==> config.mk <==
export PLATFORM = sky130hd
export DESIGN_NAME = uart_rx_cfg_flat
export DESIGN_NICKNAME = d
export VERILOG_FILES = /design/src/rtl/uart_pkg.sv /design/src/rtl/uart_rx_cfg_if.sv /design/src/rtl/uart_rx_cfg_sampler.sv /design/src/rtl/uart_rx_cfg.sv /design/src/flat_wrapper.sv
export SDC_FILE = /design/constraint.sdc
export NUM_CORES = 1
export LEC_CHECK = 0
export BUFFER_PORTS_ARGS = -buffer_cell sky130_fd_sc_hd__buf_2
export CAP_MARGIN = 30
export CORE_ASPECT_RATIO = 1.4
export CORE_MARGIN = 4
export CORE_UTILIZATION = 59
export DETAILED_ROUTE_END_ITERATION = 16
export PLACE_DENSITY = 0.78
export RECOVER_POWER = 25
export SLEW_MARGIN = 20
export SYNTH_ARGS = -nofsm -noshare
export SYNTH_HDL_FRONTEND = slang
export SYNTH_SLANG_ARGS = --single-unit
==> constraint.sdc <==
create_clock -name s_clk -period 2.65 [get_ports s_clk]
set_input_delay 0.265 -clock s_clk [delete_from_list [all_inputs] [get_ports s_clk]]
set_output_delay 0.265 -clock s_clk [all_outputs]
set_load 0.01 [all_outputs]
==> src/rtl/uart_pkg.sv <==
`default_nettype none
// ============================================================================
//  Module   : uart_pkg
//  Purpose  : Shared types, parity-mode constants and vote helper for uart_rx_cfg
//  Revision : 1.0  initial release
// ============================================================================
package uart_pkg;

    typedef enum logic [2:0] {
        S_IDLE   = 3'd0,
        S_START  = 3'd1,
        S_DATA   = 3'd2,
        S_PARITY = 3'd3,
        S_STOP   = 3'd4
    } rx_state_t;

    localparam int c_PAR_NONE = 0;
    localparam int c_PAR_ODD  = 1;
    localparam int c_PAR_EVEN = 2;

    function automatic logic maj3(input logic a, input logic b, input logic c);
        return (a & b) | (a & c) | (b & c);
    endfunction

endpackage
`default_nettype wire

==> src/rtl/uart_rx_cfg_if.sv <==
`default_nettype none
// ============================================================================
//  Module   : uart_rx_cfg_if
//  Purpose  : Valid/ready frame output bundle of the UART receiver
//  Revision : 1.0  initial release
// ============================================================================
interface uart_rx_cfg_if #(
    parameter int DATA_BITS = 8
);
    logic [DATA_BITS-1:0] m_data;
    logic                 m_valid;
    logic                 m_ready;
    logic                 m_perr;
    logic                 m_ferr;

    modport master (output m_data, output m_valid, output m_perr, output m_ferr,
                    input  m_ready);
    modport slave  (input  m_data, input  m_valid, input  m_perr, input  m_ferr,
                    output m_ready);
endinterface
`default_nettype wire

==> src/rtl/uart_rx_cfg_sampler.sv <==
`default_nettype none
// ============================================================================
//  Module   : uart_rx_sampler
//  Purpose  : Line synchronizer, start-edge detect and 3-sample majority vote
//  Revision : 1.0  initial release
// ============================================================================
module uart_rx_sampler
    import uart_pkg::*;
#(
    parameter int               CNT_W = 16,
    parameter logic [CNT_W-1:0] MID   = 8
) (
    input  wire logic             clk,
    input  wire logic             rst,
    input  wire logic             i_rx,
    input  wire logic [CNT_W-1:0] i_cnt,
    output logic                  o_fall,
    output logic                  o_bit
);

    localparam logic [CNT_W-1:0] c_MID_M1 = MID - 1'b1;

    logic r_meta_q, r_sync_q, r_prev_q, r_smp0_q, r_smp1_q;
    logic w_smp0_d, w_smp1_d;

    always_comb begin
        w_smp0_d = r_smp0_q;
        w_smp1_d = r_smp1_q;
        if (i_cnt == c_MID_M1) w_smp0_d = r_sync_q;
        if (i_cnt == MID)      w_smp1_d = r_sync_q;
    end

    // Everything resets to the idle-line level so release never looks like a start.
    always_ff @(posedge clk) begin
        if (rst) begin
            r_meta_q <= 1'b1;
            r_sync_q <= 1'b1;
            r_prev_q <= 1'b1;
            r_smp0_q <= 1'b1;
            r_smp1_q <= 1'b1;
        end else begin
            r_meta_q <= i_rx;
            r_sync_q <= r_meta_q;
            r_prev_q <= r_sync_q;
            r_smp0_q <= w_smp0_d;
            r_smp1_q <= w_smp1_d;
        end
    end

    // The third vote sample is the live synchronizer output at MID+1.
    assign o_fall = r_prev_q & ~r_sync_q;
    assign o_bit  = maj3(r_smp0_q, r_smp1_q, r_sync_q);

endmodule
`default_nettype wire

==> src/rtl/uart_rx_cfg.sv <==
`default_nettype none
// ============================================================================
//  Module   : uart_rx_cfg
//  Purpose  : Configurable UART receiver with parity/framing flags and a
//             single-entry valid/ready holding register
//  Revision : 1.0  initial release
// ============================================================================
module uart_rx_cfg
    import uart_pkg::*;
#(
    parameter int BAUD_DIV  = 5208,
    parameter int DATA_BITS = 8,
    parameter int PARITY    = 0,
    parameter int STOP_BITS = 1
) (
    input  wire logic        s_clk,
    input  wire logic        s_rst,
    input  wire logic        uart_rx,
    output logic             overrun,
    uart_rx_cfg_if.master    m_if
);

    localparam logic [15:0] c_LAST      = 16'(BAUD_DIV - 1);
    localparam logic [15:0] c_MID       = 16'(BAUD_DIV / 2);
    localparam logic [15:0] c_DECIDE    = c_MID + 16'd1;
    localparam logic [3:0]  c_DATA_LAST = 4'(DATA_BITS - 1);
    localparam logic [3:0]  c_STOP_LAST = 4'(STOP_BITS - 1);

    rx_state_t            r_state_q, w_state_d;
    logic [15:0]          r_cnt_q,   w_cnt_d;
    logic [3:0]           r_bit_q,   w_bit_d;
    logic [DATA_BITS-1:0] r_shift_q, w_shift_d;
    logic                 r_par_q,   w_par_d;
    logic                 r_perr_q,  w_perr_d;
    logic                 r_ferr_q,  w_ferr_d;
    logic [DATA_BITS-1:0] r_data_q,  w_data_d;
    logic                 r_valid_q, w_valid_d;
    logic                 r_hperr_q, w_hperr_d;
    logic                 r_hferr_q, w_hferr_d;
    logic                 r_ovr_q,   w_ovr_d;

    logic w_fall, w_vote, w_wrap, w_decide, w_frame_done, w_par_exp;

    uart_rx_sampler #(
        .CNT_W (16),
        .MID   (c_MID)
    ) u_sampler (
        .clk    (s_clk),
        .rst    (s_rst),
        .i_rx   (uart_rx),
        .i_cnt  (r_cnt_q),
        .o_fall (w_fall),
        .o_bit  (w_vote)
    );

    assign w_wrap       = (r_cnt_q == c_LAST);
    assign w_decide     = (r_cnt_q == c_DECIDE);
    assign w_frame_done = (r_state_q == S_STOP) && w_decide && (r_bit_q == c_STOP_LAST);
    assign w_par_exp    = (PARITY == c_PAR_ODD) ? ~r_par_q : r_par_q;

    // State register
    always_ff @(posedge s_clk) begin
        if (s_rst) r_state_q <= S_IDLE;
        else       r_state_q <= w_state_d;
    end

    // Next-state logic
    always_comb begin
        w_state_d = r_state_q;
        case (r_state_q)
            S_IDLE:   if (w_fall) w_state_d = S_START;
            S_START: begin
                if (w_decide && w_vote) w_state_d = S_IDLE;
                else if (w_wrap)        w_state_d = S_DATA;
            end
            S_DATA: begin
                if (w_wrap && (r_bit_q == c_DATA_LAST))
                    w_state_d = (PARITY != c_PAR_NONE) ? S_PARITY : S_STOP;
            end
            S_PARITY: if (w_wrap) w_state_d = S_STOP;
            // Leave on the last stop decision so a following start bit is not missed.
            S_STOP:   if (w_frame_done) w_state_d = S_IDLE;
            default:  w_state_d = S_IDLE;
        endcase
    end

    // Counters, frame accumulation and holding register
    always_comb begin
        w_cnt_d   = r_cnt_q;
        w_bit_d   = r_bit_q;
        w_shift_d = r_shift_q;
        w_par_d   = r_par_q;
        w_perr_d  = r_perr_q;
        w_ferr_d  = r_ferr_q;
        w_data_d  = r_data_q;
        w_valid_d = r_valid_q;
        w_hperr_d = r_hperr_q;
        w_hferr_d = r_hferr_q;
        w_ovr_d   = 1'b0;

        if (r_state_q == S_IDLE)       w_cnt_d = w_fall ? 16'd1 : 16'd0;
        else if (w_state_d == S_IDLE)  w_cnt_d = 16'd0;
        else                           w_cnt_d = w_wrap ? 16'd0 : r_cnt_q + 16'd1;

        case (r_state_q)
            S_IDLE: begin
                w_bit_d = 4'd0;
                if (w_fall) begin
                    w_par_d  = 1'b0;
                    w_perr_d = 1'b0;
                    w_ferr_d = 1'b0;
                end
            end
            S_DATA: begin
                if (w_decide) begin
                    w_shift_d = {w_vote, r_shift_q[DATA_BITS-1:1]};
                    w_par_d   = r_par_q ^ w_vote;
                end
                if (w_wrap) w_bit_d = (r_bit_q == c_DATA_LAST) ? 4'd0 : r_bit_q + 4'd1;
            end
            S_PARITY: if (w_decide) w_perr_d = (w_vote != w_par_exp);
            S_STOP: begin
                if (w_decide && !w_vote) w_ferr_d = 1'b1;
                if (w_wrap)              w_bit_d  = r_bit_q + 4'd1;
                if (w_frame_done)        w_bit_d  = 4'd0;
            end
            default: ;
        endcase

        if (r_valid_q && m_if.m_ready) w_valid_d = 1'b0;

        // A completing frame takes the slot if it is empty or being handed off now.
        if (w_frame_done) begin
            if (!r_valid_q || m_if.m_ready) begin
                w_data_d  = r_shift_q;
                w_hperr_d = r_perr_q;
                w_hferr_d = r_ferr_q | ~w_vote;
                w_valid_d = 1'b1;
            end else begin
                w_ovr_d = 1'b1;
            end
        end
    end

    always_ff @(posedge s_clk) begin
        if (s_rst) begin
            r_cnt_q   <= 16'd0;
            r_bit_q   <= 4'd0;
            r_shift_q <= '0;
            r_par_q   <= 1'b0;
            r_perr_q  <= 1'b0;
            r_ferr_q  <= 1'b0;
            r_data_q  <= '0;
            r_valid_q <= 1'b0;
            r_hperr_q <= 1'b0;
            r_hferr_q <= 1'b0;
            r_ovr_q   <= 1'b0;
        end else begin
            r_cnt_q   <= w_cnt_d;
            r_bit_q   <= w_bit_d;
            r_shift_q <= w_shift_d;
            r_par_q   <= w_par_d;
            r_perr_q  <= w_perr_d;
            r_ferr_q  <= w_ferr_d;
            r_data_q  <= w_data_d;
            r_valid_q <= w_valid_d;
            r_hperr_q <= w_hperr_d;
            r_hferr_q <= w_hferr_d;
            r_ovr_q   <= w_ovr_d;
        end
    end

    assign m_if.m_data  = r_data_q;
    assign m_if.m_valid = r_valid_q;
    assign m_if.m_perr  = r_hperr_q;
    assign m_if.m_ferr  = r_hferr_q;
    assign overrun      = r_ovr_q;

endmodule
`default_nettype wire

==> src/flat_wrapper.sv <==
// flat-port wrapper written by rule: the top's interface ports become plain ports
module uart_rx_cfg_flat import uart_pkg::*;
#(
    parameter int BAUD_DIV  = 5208,
    parameter int DATA_BITS = 8,
    parameter int PARITY    = 0,
    parameter int STOP_BITS = 1
)
  (s_clk, s_rst, uart_rx, overrun, m_if_m_data, m_if_m_valid, m_if_m_perr, m_if_m_ferr, m_if_m_ready);
  uart_rx_cfg_if #(.DATA_BITS(DATA_BITS)) m_if_i ();
  input  wire logic s_clk;
  input  wire logic s_rst;
  input  wire logic uart_rx;
  output logic overrun;
  output wire logic [$bits(m_if_i.m_data)-1:0] m_if_m_data;
  output wire logic [$bits(m_if_i.m_valid)-1:0] m_if_m_valid;
  output wire logic [$bits(m_if_i.m_perr)-1:0] m_if_m_perr;
  output wire logic [$bits(m_if_i.m_ferr)-1:0] m_if_m_ferr;
  input wire logic [$bits(m_if_i.m_ready)-1:0] m_if_m_ready;
  assign m_if_m_data = m_if_i.m_data;
  assign m_if_m_valid = m_if_i.m_valid;
  assign m_if_m_perr = m_if_i.m_perr;
  assign m_if_m_ferr = m_if_i.m_ferr;
  assign m_if_i.m_ready = m_if_m_ready;
  uart_rx_cfg #(.BAUD_DIV(BAUD_DIV), .DATA_BITS(DATA_BITS), .PARITY(PARITY), .STOP_BITS(STOP_BITS)) u_core (.s_clk(s_clk), .s_rst(s_rst), .uart_rx(uart_rx), .overrun(overrun), .m_if(m_if_i));
endmodule
=== Word level (Yosys, flattened, before mapping) ===
Cells that the tools add are included.

* Word-level logic and storage cells: 96
* Flip-flop bits (word level): 51
* Input port bits: 4

* $add $sub $neg: 2
* Equal/unequal tests: 16
* Reductions and logical operators: 23
* Multiplexer cells: 27
* Bitwise logic cells: 11

{| class="wikitable"
|+ Operator list
! cell !! count
|-
| $eq A16 B12 Y1 const B || 3
|-
| $mux W16 || 3
|-
| $mux W3 || 6
|-
| $add A16 B1 Y16 const B || 1
|-
| $eq A16 B13 Y1 const B || 1
|-
| $mux W4 || 4
|-
| $pmux W3 S5 || 1
|-
| $pmux W4 S3 || 1
|-
| $reduce_and A3 Y1 || 4
|-
| $mux W1 || 9
|-
| $ne A2 B1 Y1 const B || 4
|-
| $eq A3 B2 Y1 const B || 2
|-
| $logic_and A1 B1 Y1 || 6
|-
| $logic_not A3 Y1 || 2
|-
| $pmux W1 S2 || 3
|-
| $reduce_bool A2 Y1 || 3
|-
| $add A4 B1 Y4 const B || 1
|-
| $and A1 B1 Y1 || 4
|-
| $eq A4 B3 Y1 const B || 1
|-
| $logic_not A4 Y1 || 1
|-
| $reduce_and A2 Y1 || 2
|-
| $eq A3 B1 Y1 const B || 1
|-
| $eq A3 B3 Y1 const B || 1
|-
| $ne A3 B1 Y1 const B || 1
|-
| 9 further kinds || 14
|}

=== Longest topological paths before layout ===
* Depth after elaboration: 9
* Depth in mapped cells: 9

=== Cells and area by module ===
From an unflattened synthesis, not the netlist that was laid out.

* Cell total of the unflattened synthesis: 258
* Area, all modules: 2404.8 um2

{| class="wikitable"
|+ Modules (own cells, without submodules)
! module !! area an instance (um2) !! instances !! cells each !! sequential area each (um2)
|-
| uart_rx_cfg || 2149.6 || 1 || 235 || 920.9
|-
| uart_rx_sampler || 255.2 || 1 || 23 || 100.1
|}

=== Worst setup path before layout ===
No wires, ideal clock.

* Path type: flip-flop to flip-flop
* Start: register u_core.r_cnt_q[0]
* End: register u_core.r_bit_q[2]
* Setup time: 0.070 ns
* Data arrival time: 2.173 ns
* Period minus slack after synthesis: 2.243 ns
* Slack: 0.407 ns
* Stages on the path, launching flop included: 8
* Required time: 2.580 ns
* Buffers on the path: 0
* Cell sequence: dfxtp_1 ha_1 nand3_2 or4b_4 o211ai_1 nand3_2 or4_1 a21oi_1

* Word-level cells in the longest chain between the ends: 5
* Elaborated cells between the ends (all ways): 9
* Those cells by class: eq/ne: 4; mux: 2; reduce/logical: 3

{| class="wikitable"
|+ RTL lines
! what !! RTL line !! text
|-
| start, declared || uart_rx_cfg.sv:30 || <nowiki>logic [15:0] r_cnt_q, w_cnt_d;</nowiki>
|-
| start signal, assigned || uart_rx_cfg.sv:159 || <nowiki>r_cnt_q <= w_cnt_d;</nowiki>
|-
| $eq A16 B12 Y1 || uart_rx_cfg.sv:57 || <nowiki>assign w_decide = (r_cnt_q == c_DECIDE);</nowiki>
|-
| $logic_and A1 B1 Y1 (2 in a row) || uart_rx_cfg.sv:58 || <nowiki>assign w_frame_done = (r_state_q == S_STOP) && w_decide && (r_bit_q == c_STOP_LAST);</nowiki>
|-
| $ne A3 B1 Y1 (no source line) or $mux W4 (tied branches) || -- ||
|-
| $reduce_and A3 Y1 (no source line) or $pmux W4 S3 (tied branches) || -- ||
|-
| end signal, assigned || uart_rx_cfg.sv:160 || <nowiki>r_bit_q <= w_bit_d;</nowiki>
|-
| end, declared || uart_rx_cfg.sv:31 || <nowiki>logic [3:0] r_bit_q, w_bit_d;</nowiki>
|}

Several ways; a longest one is shown, not always the timed one.
A chain may end at the register's enable or synchronous reset.

=== Worst setup path after layout ===
Same ends and word-level chain as after synthesis.

==> results by group <==
Outcome
  • Outcome: finished, final reports clean

Power
  • VDD IR max: 0.000443 V
  • Clock share of power: a little over two fifths
  • Flop pwr share: a little under three fifths
  • Sw frac: a little over 20%
  • Combinational fraction of design power: 1.9%
  • Pwr Density: ~540 nW/um^2
  • Switch Pwr: ~280 uW
  • Static leakage: 0.000924 uW
  • Internal Power: between 1000 and 1500 uW

Placement
  • Gpl congestion: approximately 0.9
  • Detail Placement HPWL: 3.21 mm
  • DP Worst Slack: between 0.2 and 0.25 ns
  • Number of port buffers: 15

Global route
  • Tot GR Track Use: around a fifth
  • Initial antenna violation count: 0
  • First-pass GRT wire length: 7.53 mm
  • Grt total ovfl: 0
  • Largest net degree at the start of global routing: 32
  • Vias in the first global route: 1759

Timing
  • # setup viols final: 0
  • Fin crit share: just over 90%
  • Skew final: 0.00297 ns
  • Slew Viols, Final: 0
  • Final setup TNS: 0 ns
  • Final worst slack: about 0.21 ns
  • Fin. Hold Viols: 0
  • Achievable Freq: roughly 0.41 GHz
  • Setup repair after global routing missed its margin: false
  • Final period demand of the worst path: between 2 and 2.5 ns
  • Tightest Pin Transition: between 1 and 1.5 ns
  • Max_slew headroom: between 15 and 20%

Route
  • DR iter-0 viols: 97
  • Vias/cell: 5.67
  • Router iterations before antenna repair: 5
  • DRC viols: 0
  • Total number of vias: between 1500 and 2000
  • Wire per inst: 13.8 microns
  • Post-route ant nets: 0
  • Drt total wl: 4.39 mm

Synth
  • Seq/Total Area, Yosys: 44.3%
  • Yosys warnings: 0
  • Post-synth top area share: 44.3%
  • Async SR Flop Fraction: 0%
  • Syn_nets: around 260
  • Number of flops mapped to enable cells by yosys: 0
  • Largest cells by area after synthesis: dfxtp_1, mux2i_1, nor2_1, nor3_1, xnor2_1
  • Post-synthesis area per instance: ~9.1 sq um
  • Yosys reg bits: 51
  • Ys flop type: dfxtp_1
  • Yosys cell types: between 40 and 50
  • Post-synth top area cell: dfxtp_1
  • Post-Syn Area: ~2300 sq um
  • Synthesized instance count: around 250

Clocking
  • CTS clk-pin slew, worst paths: 0.09 ns
  • CTS tree: yes
  • Post-CTS Setup Inserts: 0
  • Worst skew pair latency: ~0.30 ns
  • CTS sink cnt: 51
  • TritonCTS Buffers: 5
  • Root Driver: clkbuf_8
  • H-tree depth: 2
  • Post-CTS Resized: 0
  • Clock buffer depth: 2
  • Hold_buf cts: 0

Floorplanning
  • Die Wd: just over 60 microns
  • Die ar.: ~5000 sq um
  • Top Ports: 16
  • Die Ht: 81.9 microns
  • Standard-cell rows: 26
  • CORE AREA: 3710 sq um
  • Initial Util: between 60% and 70%

Min path
  • Hold wc startpoint: uart_rx
  • Worst min path class: in2reg

Critical path
  • CP Launch Point: u_core.r_cnt_q[0]
  • Reg2reg start: u_core.r_cnt_q[0]
  • CP endpoint kind: flip-flop
  • CP Launch Type: flip-flop
  • Critical path type: reg2reg
  • Max FO, Critical Path: 7
  • Critical Path AT: about 2.7 ns
  • Crit path required time: between 2 and 3 ns

Run
  • Max-cap viol count: 0

Cells and area
  • P&R area growth vs syn: 9.94%
  • Final nets: about 280
  • # diodes: 0
  • # fillers: around 320
  • Layout cells sized above 1: 10.5%
-- synth_stat cells, types with 5 or more instances --
master	instances
nand2_1	13
dfxtp_1	51
xnor2_1	8
xor2_1	7
o21ai_0	6
a21oi_1	10
ha_1	5
nor3_1	15
mux2i_1	18
nand3_1	9
nor2_1	42
inv_1	12
-- flip-flops by register name (all words and copies together) (netlist names), 3 cells and up --
| signal | count |
|---|---|
| u_core.r_cnt_q | 16 |
| u_core.r_bit_q | 4 |
| u_core.m_if.m_data | 8 |
| u_core.r_shift_q | 8 |
| u_core.r_state_q | 3 |
-- power groups by stage --
stage                     Combinational (uW)  Sequential [uW]  Clock, uW
after floorplan                         21.9              788          0
after global placement                  26.3              790          0
after detailed placement                27.0              790          0
after CTS                               26.9              772        581
after global routing                    29.9              773        611
final                                   25.9              772        573
-- cells by family after synthesis --
group	after synthesis	synth area share, %
mux	18	7.82
buf+inv	20	4.29
fa+ha+maj	6	3.15
simple gates	116	27.1
xor+xnor	15	5.70
flops	51	44.3
compound gates	27	7.61
-- metal layers --
metal	global-route usage [%]	vias to the layer above	part of all wire (%)
met5	0	-	0
met1	22.5	838	44
met2	34.3	35	51
met4	8.46	0	1.7
li1	-	916	-
met3	5.19	9	3.1
-- layout make-up --
class | count | area [sq um] | share of cell area, %
well taps | 42 | 52.6 | 2.08
multi-input cells | 182 | 1180 | 46.7
inverters | 12 | 45.0 | 1.78
clock inverters | 2 | 38.8 | 1.53
repair buffers | 22 | 109 | 4.30
clock buffers | 6 | 82.6 | 3.26
flip-flops and latches | 51 | 1020 | 40.3
-- worst paths after layout --
| kind | cells past startpoint | slack, ns | end |
|---|---|---|---|
| max | 7 | 0.21 | u_core.r_bit_q[2] |
| min | 2 | 0.13 | u_core.u_sampler.r_meta_q |
| max reg2reg | 7 | 0.21 | u_core.r_bit_q[2] |
| min reg2reg | 1 | 0.43 | u_core.u_sampler.r_sync_q |
-- critical path, stage by stage, from the launching register on --
cell and delay [ns]:
dfxtp_1 0.40, ha_1 0.18, nand3_2 0.15, or4b_4 0.59, o211ai_1 0.21, nand3_2 0.17
or4_1 0.52, a21oi_1 0.14
-- through the flow --
stage	area, sq um	cells	total power, uW	hold WS [ns]	utilization, %
after global placement	2430	309	816	0.398	65.5
after floorplan	2300	253	809	0.369	-
after detailed placement	2430	309	817	0.398	65.5
after CTS	2550	317	1380	0.131	68.8
final	2530	317	1370	0.133	68.3
after global routing	2530	317	1410	0.129	68.3
-- placed cells by master, fill, tap and decap left out, types with 2 or more instances in the layout --
| cell | instances |
|---|---|
| buf_2 | 3 |
| nand4bb_1 | 3 |
| or2_2 | 2 |
| ha_1 | 5 |
| and3_1 | 2 |
| clkbuf_8 | 6 |
| nand3_2 | 2 |
| xor2_1 | 7 |
| nor4_1 | 3 |
| or3_1 | 2 |
| nand4_1 | 4 |
| nand2_1 | 13 |
| nor2_1 | 42 |
| o21ai_0 | 6 |
| nand3b_1 | 2 |
| nand2b_1 | 4 |
| mux2i_1 | 18 |
| xnor2_1 | 8 |
| a21oi_1 | 10 |
| inv_1 | 12 |
| nor3_1 | 15 |
| buf_4 | 6 |
| clkbuf_1 | 13 |
| nor4b_1 | 2 |
| o31ai_1 | 2 |
| dfxtp_1 | 51 |
| nand3_1 | 9 |
Power figures use the tool's default switching activity.
